$ cat config.mk
export PLATFORM = sky130hd
export DESIGN_NAME = sdram_port_arbiter
export DESIGN_NICKNAME = d
export VERILOG_FILES = /design/src/rtl/sdram_arb_pkg.sv /design/src/rtl/sdram_rr_pick.sv /design/src/rtl/sdram_port_arbiter.sv
export SDC_FILE = /design/constraint.sdc
export NUM_CORES = 1
export LEC_CHECK = 0
export CAP_MARGIN = 10
export CORE_ASPECT_RATIO = 2
export CORE_MARGIN = 10
export CORE_UTILIZATION = 45
export CTS_CLUSTER_SIZE = 28
export DETAILED_ROUTE_END_ITERATION = 10
export MAX_ROUTING_LAYER = met4
export PLACE_DENSITY = 0.91
export REMOVE_ABC_BUFFERS = 1
export SLEW_MARGIN = 20
export SYNTH_ARGS = -nofsm -noshare
export SYNTH_HDL_FRONTEND = slang
export SYNTH_SLANG_ARGS = --single-unit
$ cat constraint.sdc
create_clock -name clk -period 7.56 [get_ports clk]
set_input_delay 0.756 -clock clk [delete_from_list [all_inputs] [get_ports clk]]
set_output_delay 0.756 -clock clk [all_outputs]
set_load 0.05 [all_outputs]
$ cat src/rtl/sdram_arb_pkg.sv
// Shared types and defaults for the two-port SDRAM arbiter.
package sdram_arb_pkg;

    localparam int DEF_ADDR_W  = 24;
    localparam int DEF_DATA_W  = 16;
    localparam int DEF_TIMEOUT = 64;

    typedef enum logic [1:0] {
        ST_IDLE    = 2'd0,
        ST_ISSUE   = 2'd1,
        ST_WAIT    = 2'd2,
        ST_RECOVER = 2'd3
    } arb_state_t;

    // The watchdog counts 0..timeout-1 and needs at least one bit.
    function automatic int wd_width(input int timeout);
        return (timeout > 1) ? $clog2(timeout) : 1;
    endfunction

endpackage

$ cat src/rtl/sdram_rr_pick.sv
// Two-way round-robin picker: a lone requester wins; on a tie the port that
// did not finish last wins.
module sdram_rr_pick (
    input  logic [1:0] req,
    input  logic       rr_last,
    output logic       valid,
    output logic       winner
);

    always_comb begin
        valid  = |req;
        winner = (req == 2'b11) ? ~rr_last : req[1];
    end

endmodule

$ cat src/rtl/sdram_port_arbiter.sv
// Shares one single-word SDRAM controller between two requesters, with
// round-robin arbitration, a per-access watchdog and timeout recovery.
//
// state   | meaning
// IDLE    | no access in flight; arbitrate and latch the winning command
// ISSUE   | one-cycle strobe to the controller, gnt pulsed to the owner
// WAIT    | waiting for mem_ack; watchdog bounds the wait
// RECOVER | after a timeout, TIMEOUT cycles of discarding stray acks
module sdram_port_arbiter
    import sdram_arb_pkg::*;
#(
    parameter int ADDR_W  = DEF_ADDR_W,
    parameter int DATA_W  = DEF_DATA_W,
    parameter int TIMEOUT = DEF_TIMEOUT
) (
    input  logic              clk,
    input  logic              reset,

    input  logic              p0_req,
    input  logic              p0_we,
    input  logic [ADDR_W-1:0] p0_addr,
    input  logic [DATA_W-1:0] p0_wdata,
    output logic              p0_gnt,
    output logic              p0_done,
    output logic              p0_err,
    output logic [DATA_W-1:0] p0_rdata,

    input  logic              p1_req,
    input  logic              p1_we,
    input  logic [ADDR_W-1:0] p1_addr,
    input  logic [DATA_W-1:0] p1_wdata,
    output logic              p1_gnt,
    output logic              p1_done,
    output logic              p1_err,
    output logic [DATA_W-1:0] p1_rdata,

    output logic              mem_req,
    output logic              mem_we,
    output logic [ADDR_W-1:0] mem_addr,
    output logic [DATA_W-1:0] mem_wdata,
    input  logic              mem_ack,
    input  logic [DATA_W-1:0] mem_rdata,

    output logic              busy,
    output logic [7:0]        err_cnt
);

    localparam int              WD_W    = wd_width(TIMEOUT);
    localparam logic [WD_W-1:0] WD_LAST = WD_W'(TIMEOUT - 1);

    arb_state_t      state;
    logic            rr_last;
    logic            owner;
    logic [WD_W-1:0] watchdog;
    logic            pick_valid;
    logic            pick_winner;

    sdram_rr_pick u_pick (
        .req     ({p1_req, p0_req}),
        .rr_last (rr_last),
        .valid   (pick_valid),
        .winner  (pick_winner)
    );

    assign busy = (state != ST_IDLE);

    always_ff @(posedge clk or posedge reset) begin
        if (reset) begin
            state     <= ST_IDLE;
            rr_last   <= 1'b1;
            owner     <= 1'b0;
            watchdog  <= '0;
            p0_gnt    <= 1'b0;
            p1_gnt    <= 1'b0;
            p0_done   <= 1'b0;
            p1_done   <= 1'b0;
            p0_err    <= 1'b0;
            p1_err    <= 1'b0;
            p0_rdata  <= '0;
            p1_rdata  <= '0;
            mem_req   <= 1'b0;
            mem_we    <= 1'b0;
            mem_addr  <= '0;
            mem_wdata <= '0;
            err_cnt   <= 8'd0;
        end else begin
            p0_gnt  <= 1'b0;
            p1_gnt  <= 1'b0;
            p0_done <= 1'b0;
            p1_done <= 1'b0;
            p0_err  <= 1'b0;
            p1_err  <= 1'b0;
            mem_req <= 1'b0;

            case (state)
                ST_IDLE: begin
                    // mem_ack is ignored here: nothing is outstanding.
                    if (pick_valid) begin
                        owner     <= pick_winner;
                        mem_we    <= pick_winner ? p1_we    : p0_we;
                        mem_addr  <= pick_winner ? p1_addr  : p0_addr;
                        mem_wdata <= pick_winner ? p1_wdata : p0_wdata;
                        p0_gnt    <= ~pick_winner;
                        p1_gnt    <= pick_winner;
                        mem_req   <= 1'b1;
                        state     <= ST_ISSUE;
                    end
                end

                ST_ISSUE: begin
                    watchdog <= '0;
                    state    <= ST_WAIT;
                end

                ST_WAIT: begin
                    if (mem_ack) begin
                        if (owner) begin
                            p1_done <= 1'b1;
                            if (!mem_we) p1_rdata <= mem_rdata;
                        end else begin
                            p0_done <= 1'b1;
                            if (!mem_we) p0_rdata <= mem_rdata;
                        end
                        rr_last <= owner;
                        state   <= ST_IDLE;
                    end else if (watchdog == WD_LAST) begin
                        if (owner) begin
                            p1_done <= 1'b1;
                            p1_err  <= 1'b1;
                        end else begin
                            p0_done <= 1'b1;
                            p0_err  <= 1'b1;
                        end
                        if (err_cnt != 8'hFF) err_cnt <= err_cnt + 8'd1;
                        rr_last  <= owner;
                        watchdog <= '0;
                        state    <= ST_RECOVER;
                    end else begin
                        watchdog <= watchdog + 1'b1;
                    end
                end

                ST_RECOVER: begin
                    // A late ack from the aborted access is dropped here.
                    if (watchdog == WD_LAST) begin
                        state <= ST_IDLE;
                    end else begin
                        watchdog <= watchdog + 1'b1;
                    end
                end

                default: state <= ST_IDLE;
            endcase
        end
    end

endmodule

* After elaboration in Yosys (flattened, before gate mapping)
Index checks and enable logic that the tools add are counted.
** Word-level totals
- Word-level logic and storage cells :: 80
- Bits in registers :: 98
- Output and inout port bits :: 89
** Operators by class
- Reduce and logical (&&, ||, !) cells :: 12
- $add $sub $neg :: 2
- Eq/ne operators :: 11
- Muxes and demuxes :: 33
- Bitwise operators :: 5
** Operator list (count)
- $mux 24 :: 1
- $mux 1 :: 22
- $mux 6 :: 3
- $pmux 6 s3 :: 1
- $mux 16 :: 1
- $reduce_and 4->1 :: 3
- $add 8x1->8 const B :: 1
- $mux 2 :: 4
- $ne 2x2->1 const B :: 4
- $ne 8x8->1 const B :: 1
- $pmux 2 s4 :: 1
- $add 6x1->6 const B :: 1
- $eq 2x2->1 const B :: 3
- $eq 6x6->1 const B :: 1
- $reduce_and 3->1 :: 2
- $not 1->1 :: 5
- $reduce_and 2->1 :: 2
- $reduce_bool 2->1 :: 2
- $ne 3x3->1 const B :: 1
- $reduce_bool 3->1 :: 1
- $eq 2x1->1 const B :: 1
- $logic_not 2->1 :: 1
- $reduce_or 2->1 :: 1

* Logic depth before layout (Yosys ltp)
Gate-level depths: netlist of the first run.
- Word-level depth :: 5
- Depth in mapped cells :: 7
- Depth with buffers taken out :: 5

* Cells and area by module
Synthesis of the first run repeated with hierarchy kept, for this count alone.
** Unflattened totals
- Cells, all modules :: 355
- Area total of the unflattened synthesis :: 4279.1 um2
** Modules (own cells, without submodules)
- sdram_port_arbiter :: seq. area each 2453.6 um2, area each 4265.3 um2, cells an instance 353, instances 1
- sdram_rr_pick :: seq. area each 0.0 um2, area each 13.8 um2, cells an instance 2, instances 1

* Worst setup path before layout of the first run
No wires, ideal clock.
- Kind :: register to register
- From :: reg err_cnt[0]
- To :: reg err_cnt[1]
- Path slack :: 5691 ps
- Required time :: 7435 ps
- Clock period less this slack :: 1869 ps
- Arrival :: 1744 ps
- Cell stages (with the launch flop) :: 5
- Cells stage by stage :: dfrtp_1 > ha_1 > nand3_1 > o2111ai_2 > mux2_2
** Between the ends
- Cells in the longest elaborated chain, start to end :: 2
** RTL lines
- start: declaration :: RTL line sdram_port_arbiter.sv:45 : output logic [7:0] err_cnt
- start signal: assignment :: RTL line sdram_port_arbiter.sv:134 : if (err_cnt != 8'hFF) err_cnt <= err_cnt + 8'd1;
- parallel branches: the longest is 2 deep, another holds $add 8x1->8
Parallel ways; which one is timed is not known.
A chain may end at the register's enable or synchronous reset.

* Worst setup path after layout of the first run
- From :: reg state[1]
- To :: out busy
** Between the ends
- Cells in the longest elaborated chain, start to end :: 1
** RTL lines
- start: declaration :: RTL line sdram_port_arbiter.sv:51 : arb_state_t state;
- start signal: assignment :: RTL line sdram_port_arbiter.sv:69 : state <= ST_IDLE;
- start signal: assignment :: RTL line sdram_port_arbiter.sv:106 : state <= ST_ISSUE;
- start signal: assignment :: RTL line sdram_port_arbiter.sv:112 : state <= ST_WAIT;
- $reduce_bool 2->1 :: RTL line sdram_port_arbiter.sv:65 : assign busy = (state != ST_IDLE);
- end: declaration :: RTL line sdram_port_arbiter.sv:44 : output logic busy,
Every way passes these cells.

==> flow_metrics.tcl, run 1 <==
set metrics [dict create \
    syn_inst 363 \
    clockBufferDepth 2 \
    endpoint "busy" \
    synth_area_um2 4290 \
    cts_buffers 9 \
    cellLeakagePower_nw 2.90 \
    fillers 666 \
    setup_viol 0 \
    synth-seq-cells 98 \
    grt_first_pass_wirelength_um 19600 \
    crit_family "buffers and inverters" \
    swShare 0.476 \
    start_kind "flop" \
    grt_usage 0.187 \
    cp_slowest_stage_delay_ns 0.82 \
    boundaryPins 192 \
    synthArstFlopShare 1.00 \
    pwr_density_cell_nw_per_um2 455 \
    ys_top_cells_by_count "97 x dfrtp_1, 51 x nand2_1, 45 x o21ai_0" \
    final_cells 657 \
    cts_tree "built" \
    syn2layout_area_growth_pct 52.1 \
    startpoint "state[1]" \
    wl_per_cell_um 19.1 \
    synth_top_area_frac 0.566 \
    pwr-share-seq 0.303 \
    h-tree-depth 3 \
    grt_pass1_vias 3802 \
    finalMaxSlewViolations 0 \
    worst-path-buf-inv 2 \
    antenna_found_initial 0 \
    cts-resized-gates 0 \
    final.setup.tns_ns 0 \
    crit_arrival_ns 2.03 \
    die_w_um 89.0 \
    rows 50 \
    synth_edf_count 0 \
    cp_data_required_time_ns 6.80 \
    finalCritPeriodShare 0.368 \
    fp.dieH_um 158 \
    crit_type "reg2out" \
    numPortBuffers 191 \
    drc 0 \
    clock_skew_ns 0.00536 \
    cts_root_buf "clkbuf_16" \
    cts_setup_buffers 0 \
    synthMostInstantiatedCell "dfrtp_1" \
    cap_violations 0 \
    p_comb_frac 0.559 \
    first_iter_violations 200 \
    ant_nets 0 \
    whs_ns 0.474 \
    avgSynthCellArea_um2 11.8 \
    rr_startpoint "state[0]" \
    p_switching_w 0.00141 \
    hold_path_class "reg2reg" \
    firstDrtPassIters 4 \
    finalWeightedCongestion 0.960 \
    dpl.cell_count 641 \
    grt_setup_unrepaired "false" \
    yosysUniqueCellTypes 43 \
    core_area_um2 9320 \
    setup.worst_path.end_class "output pin" \
    die-area_um2 14100 \
    vias_per_cell 5.30 \
    ir_worst_vdd_v 0.000273 \
    ys_seq_area_frac 0.573 \
    grt_max_degree 87 \
    start_util 0.460 \
    drive_above_1_share 0.0995 \
    status "finished clean" \
    hold_viol 0 \
    hold_buffers 0 \
    crit_slowest_cell "clkdlybuf4s50_1" \
    fin_crit_ns 2.78 \
    path_clk_slew_ns 0.06 \
    critPathMaxFanout 13 \
    worst_pin_slew_ns 0.860 \
    timing.rr.end "p1_rdata[14]" \
    reg2reg_slack_ns 5.43 \
    drt_wl_total_um 12500 \
    clkSinkCount 98 \
    synthTopCellsByArea "dfrtp_1 57%, mux2i_1 9.8%, mux2_2 6.0%" \
    n_antenna_cell 0 \
    max_slew_margin 0.426 \
    grt_overflow 0 \
    path_cells "nor2_1 > inv_1 > clkdlybuf4s50_1" \
    reg2reg_depth 4 \
    fin_nets 653 \
    fmax_mhz 359 \
    intPower_w 0.00156 \
    p_clk_frac 0.137 \
    via_count 3483 \
    clk-insertion-delay-late_ns 0.33 \
    dp_hpwl_um 9990 \
    cp_num_cells 3 \
    synth_top_area_cell "dfrtp_1" \
    synth_warnings 0 \
    ys.flop_type "dfrtp_1" \
]
worst register-to-register path, stage by stage, from the launching register on:
cell     delay [ns]
dfrtp_1        0.54
inv_1          0.18
nand2_2        0.17
or3_1          0.70
mux2_2         0.43
flip-flops by register name (all words and copies together) (netlist names):
name,flops
p0_gnt,1
mem_req,1
p1_done,1
rr_last,1
watchdog,6
mem_addr,24
p1_rdata,16
p0_rdata,16
mem_we,1
state,2
owner,1
p0_done,1
err_cnt,8
p1_err,1
p1_gnt,1
mem_wdata,16
p0_err,1
layout by cell type (no fill, tap or decap), types with 2 or more instances in the layout:
cell type and n:
a21o_1 2, a21oi_1 8, buf_4 3, clkbuf_1 4
clkbuf_16 9, clkdlybuf4s50_1 191, clkinv_2 2, dfrtp_1 97
ha_1 2, inv_1 5, mux2_2 23, mux2_4 10
mux2i_1 42, nand2_1 51, nand3_1 7, nand4_1 2
nor2_1 10, nor2b_1 3, nor3_1 6, o21ai_0 44
or3_1 2, xor2_1 6
kinds of logic (layout without fill, tap and decap cells):
family,Yosys count,count (layout),share of synthesized area
adders and majority gates,2,2,0.00584
AOI/OAI and AO/OA,63,63,0.0823
buffers and inverters,26,216,0.0330
muxes,75,75,0.194
DFF,98,98,0.573
xor gates and xnor gates,7,7,0.0143
and+or+nand+nor,92,92,0.0984
worst min-delay path by stage:
stage | slack, ns | start | to | cells past startpoint
6_report | 0.47 | owner | p0_done | 1
2_1_floorplan | 0.44 | owner | p0_done | 1
4_1_cts | 0.47 | owner | p0_done | 1
3_3_place_gp | 0.46 | owner | p0_done | 1
3_5_place_dp | 0.46 | owner | p0_done | 1
5_1_grt | 0.50 | mem_wdata[5] | mem_wdata[5] | 2
final cells by class:
| cell class | instances | area, um2 | area share |
|---|---|---|---|
| Clock buffer | 13 | 240 | 0.0368 |
| Clock inverter | 3 | 17.5 | 0.00269 |
| Inverter | 6 | 25.0 | 0.00384 |
| Multi-Input combinational cell | 239 | 1720 | 0.264 |
| Sequential cell | 98 | 2450 | 0.376 |
| Tap cell | 104 | 130 | 0.0200 |
| Timing Repair Buffer | 194 | 1930 | 0.297 |
power groups by stage:
| stage | clock [W] | combinational [W] | sequential, W |
|---|---|---|---|
| floorplan | 0 | 0.000397 | 0.00158 |
| global placement | 0 | 0.00164 | 0.000892 |
| detailed placement | 0 | 0.00167 | 0.000907 |
| CTS | 0.000415 | 0.00168 | 0.000899 |
| global route | 0.000436 | 0.00175 | 0.000931 |
| finish | 0.000408 | 0.00166 | 0.000900 |
layer usage:
layer / vias up / routed length, um / global-route usage
li1: 1633 / - / -
met1: 1666 / 4430 / 0.184
met2: 149 / 6600 / 0.319
met3: 35 / 1020 / 0.0674
met4: 0 / 484 / 0.0808
met5: - / 0 / -
metrics by stage:
step,total power (W),utilization,setup slack (ns),area [um2]
finish,0.00297,0.699,4.78,6520
global route,0.00312,0.699,4.66,6520
CTS,0.00299,0.699,4.74,6510
detailed placement,0.00258,0.671,4.57,6260
global placement,0.00253,0.671,4.68,6260
floorplan,0.00198,-,1.60,4170
(Power assumes the default switching activity.)
==> run 2, diff against run 1 <==
Settings changed: CORE_UTILIZATION 45 to 42, PLACE_DENSITY 0.91 to 0.86.
Clock period 7.56 ns to 2.9 ns, I/O delays scaled along.
==> run 2 against run 1 <==
  * Global-route usage decreased by 1.7 points
  * Critical path type unchanged
  * Sequential cell count stayed put
  * Clock skew is 0.0018 ns higher
==> flow_metrics.tcl, run 2 (synthesized netlist as in run 1, its figures left out) <==
set metrics [dict create \
    met3_length_um 817 \
    start_kind "flop" \
    grt_pass1_vias 3903 \
    cp_slowest_stage_delay_ns 0.82 \
    n_antenna_cell 0 \
    wl_met2_um 6470 \
    finalCritPeriodShare 0.785 \
    grt_setup_unrepaired "false" \
    antenna_found_initial 0 \
    largest_register_ffs 24 \
    cts_tree "built" \
    cp_data_required_time_ns 2.61 \
    fp.dieH_um 163 \
    largest-register "mem_addr" \
    wl_per_cell_um 17.5 \
    grt_usage 0.170 \
    die-area_um2 14900 \
    die_w_um 91.4 \
    final_cells 692 \
    grt_max_degree 70 \
    crit_type "reg2out" \
    ir_worst_vdd_v 0.000623 \
    setup_slack_ns 0.623 \
    status "finished clean" \
    preCtsSetupSlack_ns 0.606 \
    drc 0 \
    dpl.cell_count 677 \
    fin_crit_ns 2.28 \
    layout_common_cells "191 x clkdlybuf4s50_1, 97 x dfrtp_1, 51 x nand2_1" \
    setup.worst_path.end_class "output pin" \
    clock_skew_ns 0.00721 \
    grt_first_pass_wirelength_um 19700 \
    grt_overflow 0 \
    pwr_density_cell_nw_per_um2 1180 \
    hold_viol 0 \
    syn2layout_area_growth_pct 55.3 \
    path_cells "nor2_1 > inv_1 > clkdlybuf4s50_1" \
    fillers 798 \
    total_power_w 0.00783 \
    start_util 0.425 \
    setup_viol 0 \
    via_count 3390 \
    h-tree-depth 3 \
    vias_per_cell 4.90 \
    hold_buffers 0 \
    finalWeightedCongestion 0.863 \
    boundaryPins 192 \
    top_layer "met4" \
    crit_arrival_ns 1.99 \
    cts_root_buf "clkbuf_16" \
    crit_slowest_cell "clkdlybuf4s50_1" \
    first_iter_violations 115 \
    critPathMaxFanout 13 \
    worst_pin_slew_ns 0.857 \
    numPortBuffers 191 \
    finalMaxSlewViolations 0 \
    clkSinkCount 98 \
    core_area_um2 10100 \
    path_clk_slew_ns 0.07 \
    hold_path_class "in2async" \
    m1WireLength_um 4360 \
    fin_nets 658 \
    clk-insertion-delay-late_ns 0.33 \
    dp_hpwl_um 9890 \
    max_slew_margin 0.429 \
    cellLeakagePower_nw 2.94 \
    drive_above_1_share 0.110 \
    rows 52 \
    cts_buffers 9 \
    cts-resized-gates 0 \
    cap_violations 0 \
    firstDrtPassIters 4 \
    clockBufferDepth 2 \
    drt_wl_total_um 12100 \
    mostFrequentLayoutCell "clkdlybuf4s50_1" \
    cts_setup_buffers 0 \
    fmax_mhz 439 \
    ant_nets 0 \
]
## run 2: changes by cell type in the layout (fill, tap and decap cells not counted), sizes merged
cell and delta:
buf +5, clkinvlp +1, bufinv +1, clkinv -1, clkbuf -2
## run 2: stage by stage
stage               hold WS (ns)   util  cell area (um2)  setup TNS (ns)
floorplan                  0.436      -             4170         -118.36
global placement           0.461  0.632             6370               0
detailed placement         0.470  0.632             6370               0
CTS                        0.396  0.660             6660               0
global route               0.434  0.660             6660               0
finish                     0.375  0.660             6660               0
## run 2: cell type report
cell class                      count  area [um2]  area share
Multi-Input combinational cell    239        1710       0.257
Inverter                            6        25.0     0.00376
Timing Repair Buffer              199        2010       0.302
Clock buffer                       11         233      0.0350
Clock inverter                      4        53.8     0.00808
Sequential cell                    98        2450       0.369
Tap cell                          135         169      0.0254
## run 2: metal layers
metal / vias up / track usage
met3: 28 / 0.0471
met1: 1581 / 0.166
li1: 1641 / -
met2: 140 / 0.295
met4: 0 / 0.0938
met5: - / -
## run 2: final timing paths
kind / slack, ns / cells past startpoint / to / start
setup / recovery: 0.62 / 3 / busy / state[1]
hold / removal: 0.37 / 2 / mem_wdata[8] / reset
setup reg to reg: 0.81 / 4 / p1_rdata[4] / state[0]
hold reg to reg: 0.48 / 2 / mem_addr[20] / mem_addr[20]
max in group asynchronous: 1.82 / 3 / rr_last / reset
min in group clk: 0.48 / 2 / mem_addr[20] / mem_addr[20]
## run 2: critical path: cells and delay by family (launching register included)
kind	cells	cell delay [ns]
and+or+nand+nor	1	0.17
DFF	1	0.58
buffers and inverters	2	0.91
## run 2: where the power goes
part / total (W) / leakage (nW) / internal, W / switching [W]
Clock: 0.00115 / 0.132 / 0.000666 / 0.000483
Combinational: 0.00435 / 1.58 / 0.00155 / 0.00279
Sequential: 0.00233 / 1.23 / 0.00196 / 0.000380
Total: 0.00783 / 2.94 / 0.00417 / 0.00366
==> run 3, diff against run 2 <==
Clock period 2.9 ns to 2.1 ns, I/O delays scaled along.
==> run 3 against run 2 <==
  * Combinational power is 40% higher
  * Critical endpoint is now err_cnt[2]
  * Die area unchanged
  * Global-route usage grew 0.18 points
  * Non-clock buffer count rose by 8
  * Register-to-register slack got worse by 0.44 ns
  * Sequential power is 38% higher
  * Via count is 3.7% higher
  * Utilization rose by 0.78 points
  * Clock skew about the same
==> flow_metrics.tcl, run 3 (synthesized netlist as in run 1, its figures left out) <==
set metrics [dict create \
    finalCritPeriodShare 0.890 \
    fin_nets 666 \
    whs_ns 0.231 \
    hold_path_class "in2async" \
    ir_worst_vdd_v 0.000810 \
    numPortBuffers 191 \
    grt_setup_unrepaired "false" \
    wl_per_cell_um 18.0 \
    ant_nets 0 \
    start_kind "flop" \
    grt_usage 0.172 \
    cp_slowest_stage_delay_ns 0.85 \
    clkSinkCount 98 \
    fmax_mhz 535 \
    critPathMaxFanout 6 \
    drive_above_1_share 0.126 \
    via_count 3517 \
    hold_buffers 0 \
    vias_per_cell 5.02 \
    drt_wl_total_um 12600 \
    dp_hpwl_um 10300 \
    worst-path-buf-inv 1 \
    worst_pin_slew_ns 0.559 \
    status "finished clean" \
    setup_slack_ns 0.231 \
    clock_skew_ns 0.00736 \
    crit_type "reg2out" \
    largest_register_ffs 24 \
    cap_violations 0 \
    antenna_found_initial 0 \
    clk-insertion-delay-late_ns 0.33 \
    max_slew_margin 0.626 \
    grt_max_degree 71 \
    mostFrequentLayoutCell "clkdlybuf4s50_1" \
    finalMaxSlewViolations 0 \
    boundaryPins 192 \
    preCtsSetupSlack_ns 0.171 \
    layout_common_cells "190 x clkdlybuf4s50_1, 97 x dfrtp_1, 51 x nand2_1" \
    n_antenna_cell 0 \
    first_iter_violations 166 \
    syn2layout_area_growth_pct 57.2 \
    cts_setup_buffers 0 \
    fp.dieH_um 163 \
    path_cells "clkdlybuf4s50_1" \
    die_w_um 91.4 \
    path_clk_slew_ns 0.07 \
    start_util 0.425 \
    total_power_w 0.0109 \
    cp_data_required_time_ns 1.89 \
    finalWeightedCongestion 0.908 \
    die-area_um2 14900 \
    core_area_um2 10100 \
    cts_buffers 9 \
    setup_viol 0 \
    hold_viol 0 \
    setup.worst_path.end_class "output pin" \
    cellLeakagePower_nw 2.98 \
    largest-register "mem_addr" \
    cts_tree "built" \
    grt_first_pass_wirelength_um 19900 \
    final_area_um2 6740 \
    fin_crit_ns 1.87 \
    crit_slowest_cell "clkdlybuf4s50_1" \
    h-tree-depth 3 \
    crit_family "buffers and inverters" \
    pwr_density_cell_nw_per_um2 1620 \
    grt_overflow 0 \
    crit_arrival_ns 1.66 \
    grt_pass1_vias 3811 \
    cts-resized-gates 0 \
    rows 52 \
    dpl_cell_area_um2 6440 \
    final.setup.tns_ns 0 \
    cts_root_buf "clkbuf_16" \
    firstDrtPassIters 4 \
    clockBufferDepth 2 \
    drc 0 \
]
-- run 3: cell count changes in the layout (fill, tap and decap cells not counted) --
cell / change
clkinv_4: -1
clkbuf_1: -1
buf_12: +1
clkbuf_8: +1
clkdlybuf4s50_1: -1
buf_4: +8
clkinvlp_4: +1
-- run 3: stage by stage --
step / utilization / std cells
final: 0.668 / 700
after global routing: 0.668 / 700
after CTS: 0.668 / 700
after detailed placement: 0.639 / 685
after global placement: 0.639 / 685
after floorplan: - / 343
-- run 3: layer usage --
layer  part of all wire  track usage  vias up
met4              0.028       0.0745        0
met1               0.36        0.175     1687
li1                   -            -     1656
met3              0.064       0.0466       23
met2               0.55        0.300      151
met5                  0            -        -
-- run 3: worst paths after layout --
path | startpoint | slack, ns | endpoint | cells after the start
max reg2reg | state[1] | 0.37 | p1_rdata[2] | 4
min in group clk | mem_wdata[11] | 0.48 | mem_wdata[11] | 2
min | reset | 0.23 | mem_addr[9] | 2
max | err_cnt[2] | 0.23 | err_cnt[2] | 1
min reg2reg | mem_wdata[11] | 0.48 | mem_wdata[11] | 2
max in group asynchronous | reset | 1.25 | p0_rdata[12] | 3
-- run 3: power breakdown --
group,total [W],internal (W),leakage [nW],switching (W)
combinational,0.00610,0.00219,1.63,0.00391
clock,0.00162,0.000949,0.134,0.000668
sequential,0.00321,0.00270,1.23,0.000512
total,0.0109,0.00584,2.98,0.00509
-- run 3: cell type report --
cell class / count / area [um2]
Clock inverter: 4 / 52.6
Clock buffer: 11 / 243
Multi-Input combinational cell: 239 / 1710
Tap cell: 135 / 169
Timing Repair Buffer: 207 / 2080
Sequential cell: 98 / 2450
Inverter: 6 / 25.0
Fill cell: 751 / 3350
